===== src/rtl/prog_loader.sv =====
// prog_loader: assembles a serial byte stream into 32-bit words and writes
// them into a 512-word program RAM, starting at a given base address.
//
// Ports:
//   clk, rst          clock, asynchronous active-high reset
//   start             one-cycle load request (honoured only when idle)
//   base_addr[8:0]    first word address, captured on accepted start
//   word_count[9:0]   number of words (0..512), captured on accepted start
//   rx_data[7:0]      byte from the serial receiver
//   rx_valid          rx_data strobe, one cycle per byte
//   rx_ready          byte is accepted this cycle
//   we/waddr/wdata    program RAM write port (we pulses one cycle per word)
//   busy              load in progress
//   done              one-cycle completion pulse
//   err               sticky: a byte arrived while not ready during a load
//   checksum[31:0]    mod-2^32 sum of words written by the current/last load
module prog_loader (
  input  logic        clk,
  input  logic        rst,
  input  logic        start,
  input  logic [8:0]  base_addr,
  input  logic [9:0]  word_count,
  input  logic [7:0]  rx_data,
  input  logic        rx_valid,
  output logic        rx_ready,
  output logic        we,
  output logic [8:0]  waddr,
  output logic [31:0] wdata,
  output logic        busy,
  output logic        done,
  output logic        err,
  output logic [31:0] checksum
);

  typedef enum logic [1:0] {IDLE, BYTE, WRITE, DONE} state_t;

  state_t      state, state_n;
  logic [8:0]  addr;
  logic [9:0]  cnt;
  logic [1:0]  bidx;
  logic [31:0] asm_q;

  always_ff @(posedge clk or posedge rst) begin
    if (rst) state <= IDLE;
    else     state <= state_n;
  end

  always_comb begin
    state_n  = state;
    rx_ready = 1'b0;
    we       = 1'b0;
    busy     = (state != IDLE);
    done     = 1'b0;
    case (state)
      IDLE:  if (start) state_n = (word_count == 10'd0) ? DONE : BYTE;
      BYTE: begin
        rx_ready = 1'b1;
        if (rx_valid && bidx == 2'd3) state_n = WRITE;
      end
      WRITE: begin
        we      = 1'b1;
        // cnt still holds the pre-decrement value here
        state_n = (cnt == 10'd1) ? DONE : BYTE;
      end
      DONE: begin
        done    = 1'b1;
        state_n = IDLE;
      end
      default: state_n = IDLE;
    endcase
  end

  always_ff @(posedge clk or posedge rst) begin
    if (rst) begin
      addr     <= '0;
      cnt      <= '0;
      bidx     <= '0;
      asm_q    <= '0;
      waddr    <= '0;
      wdata    <= '0;
      checksum <= '0;
      err      <= 1'b0;
    end else begin
      case (state)
        IDLE: if (start) begin
          addr     <= base_addr;
          cnt      <= word_count;
          bidx     <= '0;
          checksum <= '0;
          err      <= 1'b0;
        end
        BYTE: if (rx_valid) begin
          // big-endian: byte k lands in bits [31-8k -: 8]
          asm_q[{~bidx, 3'b000} +: 8] <= rx_data;
          bidx <= bidx + 2'd1;
          if (bidx == 2'd3) begin
            // present the word directly so WRITE needs no extra cycle
            wdata <= {asm_q[31:8], rx_data};
            waddr <= addr;
          end
        end
        WRITE: begin
          checksum <= checksum + wdata;
          addr     <= addr + 9'd1;   // wraps 511 -> 0
          cnt      <= cnt - 10'd1;
          bidx     <= '0;
          if (rx_valid) err <= 1'b1;
        end
        DONE: if (rx_valid) err <= 1'b1;
        default: ;
      endcase
    end
  end

endmodule


===== config.mk =====
export PLATFORM = sky130hd
export DESIGN_NAME = prog_loader
export DESIGN_NICKNAME = d
export VERILOG_FILES = /design/src/rtl/prog_loader.sv
export SDC_FILE = /design/constraint.sdc
export NUM_CORES = 1
export LEC_CHECK = 0
export ABC_AREA = 0
export BUFFER_PORTS_ARGS = -buffer_cell sky130_fd_sc_hd__buf_2
export CAP_MARGIN = 10
export CORE_ASPECT_RATIO = 0.5
export CORE_MARGIN = 3
export CORE_UTILIZATION = 25
export DETAILED_ROUTE_END_ITERATION = 6
export GPL_TIMING_DRIVEN = 0
export SETUP_SLACK_MARGIN = 0.4
export SLEW_MARGIN = 40
export SYNTH_ARGS = -nofsm -noshare
export SYNTH_HDL_FRONTEND = slang
export SYNTH_SLANG_ARGS = --single-unit

===== constraint.sdc =====
create_clock -name clk -period 5.05 [get_ports clk]
set_input_delay 0.505 -clock clk [delete_from_list [all_inputs] [get_ports clk]]
set_output_delay 0.505 -clock clk [all_outputs]
set_load 0.02 [all_outputs]

==> flow_metrics.tcl <==
set metrics [dict create \
    tns_ns 0 \
    syn_nets 773 \
    initial_core_util_pct 25.9 \
    synth_cell_types 53 \
    criticalPathCategory "reg -> out" \
    via_count 5875 \
    drc 0 \
    cpMaxStageDelayCell "clkbuf_1" \
    synth_commonest_cells "dfrtp_1, nand2_1, o21ai_0" \
    dieArea_um2 28700 \
    switching_share_pct 39.8 \
    syn_inst 703 \
    ioPinCount 109 \
    vias_per_cell 4.94 \
    clk_pin_slew_ns 0.05 \
    routed_wl_um 20000 \
    numPortBuffers 107 \
    cp_top_family "buffers and inverters" \
    maxCapViolCount 0 \
    cp_max_fo 10 \
    p_int_mw 2.61 \
    crit_path_frequent_cell "clkbuf_1" \
    finalSetupViolations 0 \
    worstPathArrival_ns 3.19 \
    worst_pin_slew_ns 0.786 \
    cts_buffers 17 \
    drt_iter0_markers 315 \
    die_w_um 237 \
    grt_max_degree 74 \
    cts_buffer_depth 2 \
    finalMaxSlewViolations 0 \
    area_growth_pct 23.9 \
    fin_worst_skew_ns 0.00903 \
    r2r_start "wdata[0]" \
    final_nets 900 \
    placement_rows 41 \
    overflow 0 \
    worstSetupEndpointType "output port" \
    synth_most_common_cell "dfrtp_1" \
    routedWlPerCell_um 16.8 \
    post_dp_cell_area_um2 7660 \
    synth.yosys.seq_area_share_pct 45.6 \
    avgSynthCellArea_um2 9.45 \
    grt_pass1_vias 5728 \
    htree_levels 4 \
    slowest_delay_ns 0.63 \
    slew_headroom_pct 47.2 \
    crit_buf_inv 5 \
    synth_top_area_cell "dfrtp_1" \
    cts_root_buf "clkbuf_16" \
    power_frac_comb_pct 36.3 \
    max_freq_ghz 0.270 \
    ys_seq_elements 121 \
    startpoint "state[1]" \
    dp_hpwl_um 15000 \
    finalHoldViolations 0 \
    hold_path_class "in -> async" \
    synth-edff-count 0 \
    synthFlopType "dfrtp_1" \
    die_h_um 121 \
    cts_tree "done" \
    placed_cells 1155 \
    seq_power_share_pct 36.2 \
    grt_antenna_before_repair 6 \
    clock_power_share_pct 27.5 \
    synthArstFlopShare_pct 100 \
    finalCritPeriodShare_pct 73.3 \
    leakagePower_nw 3.87 \
    cp.required_ns 4.55 \
    synth_area_um2 6650 \
    synth_top_area_share_pct 45.6 \
    synthTopCellsByArea "dfrtp_1, ha_1, mux2_2" \
    grt_pass1_wl_um 31600 \
    switchingPower_mw 1.72 \
    clock_latency_ns 0.41 \
    rsz0062_at_grt "false" \
    drtAntennaViolNets 0 \
    cts_hold_buf 0 \
    core_um2 25600 \
    vdd_ir_drop_max_mv 0.239 \
    gr-usage-all-layers_pct 14.0 \
    cts_setup_buffers 0 \
    worstSetupStartpointType "register" \
    outcome "finished, final reports clean" \
    powerDensity_nw_per_um2 526 \
    cp_cell_sequence "clkbuf_1 > nand2_1 > inv_1 > clkbuf_1 > buf_1 > buf_2" \
    fin_area_um2 8240 \
    post_cts_resize_count 0 \
    final_cells 1190 \
    fillers 2645 \
    ys_warn_count 0 \
    gp_congestion 0.888 \
    first_pass_iters 5 \
    finalCriticalPeriod_ns 3.70 \
    drive_above_1_share_pct 22.2 \
    clkSinkCount 121 \
]
## power by group through the flow
stage / Combinational, mW / Sequential [mW] / Clock (mW)
2_1_floorplan: 0.918 / 1.70 / 0
3_3_place_gp: 1.54 / 1.57 / 0
3_5_place_dp: 1.57 / 1.58 / 0
4_1_cts: 1.58 / 1.57 / 1.21
5_1_grt: 1.75 / 1.61 / 1.25
6_report: 1.57 / 1.57 / 1.19
## metal layers
metal,vias up,GRT usage [%],share of wire (%)
met4,6,5.84,2.8
met2,146,23.3,48
li1,2838,-,-
met1,2850,17.6,45
met3,35,3.07,4.4
met5,-,0,0.14
## layout make-up
class | instances | area, µm² | area share, %
inverter | 25 | 101 | 1.23
clock buffer | 20 | 447 | 5.42
antenna | 3 | 7.51 | 0.0911
clock inverter | 12 | 126 | 1.53
timing repair buffer | 108 | 563 | 6.84
sequential | 121 | 3030 | 36.8
tap | 344 | 430 | 5.23
buffer | 24 | 90.1 | 1.09
multi-input combinational | 533 | 3440 | 41.8
## worst register-to-register path: cells and delay by family, from the launching register on
kind                       cells  cell delay [ns]
AOI/OAI and AO/OA              3             1.14
and+or+nand+nor                5             1.05
DFF                            1             0.40
buffers and inverters          1             0.07
adders and majority gates      2             0.42
## flip-flops by register name (all words and copies together), names as in the netlist
name / flops
addr: 9
asm_q: 24
bidx: 2
checksum: 32
cnt: 10
err: 1
state: 2
waddr: 9
wdata: 32
## cells by family (layout without fill, tap and decap cells)
group / count (synthesis) / count (layout) / share of synthesized area (%)
compound gates: 209 / 209 / 19.4
xor+xnor: 19 / 19 / 2.50
fa+ha+maj: 39 / 39 / 7.45
buf+inv: 49 / 189 / 2.77
flops: 121 / 121 / 45.6
mux: 41 / 41 / 6.95
other cells: 0 / 3 / 0
simple gates: 225 / 225 / 15.4
## cell usage in the layout, fill, tap and decap left out, drive strengths merged, types with 9 or more instances in the layout
cell type / instances
nand3: 20
dfrtp: 121
clkbuf: 42
o21ai: 74
o31ai: 10
nor2: 29
buf: 110
ha: 38
a21oi: 54
nor4: 10
inv: 23
nand2: 111
nor3: 18
a21o: 10
xor2: 9
mux2: 41
xnor2: 10
## worst paths after layout
path | end | depth (start not counted) | slack [ns]
setup / recovery | we | 6 | 1.35
hold / removal | wdata[1] | 2 | 0.16
setup reg to reg | checksum[30] | 11 | 1.86
hold reg to reg | asm_q[27] | 2 | 0.48
max in group asynchronous | wdata[17] | 3 | 4.26
min in group clk | addr[8] | 3 | 0.39
## per-stage QoR
step	utilization, %	setup slack [ns]	total power [mW]	hold slack [ns]
floorplan	-	1.33	2.62	0.446
global placement	29.7	-0.150	3.11	0.458
detailed placement	29.8	1.73	3.16	0.472
CTS	32.1	1.28	4.36	0.179
global route	32.1	1.15	4.61	0.210
finish	32.1	1.35	4.33	0.160
(Power assumes the default switching activity.)
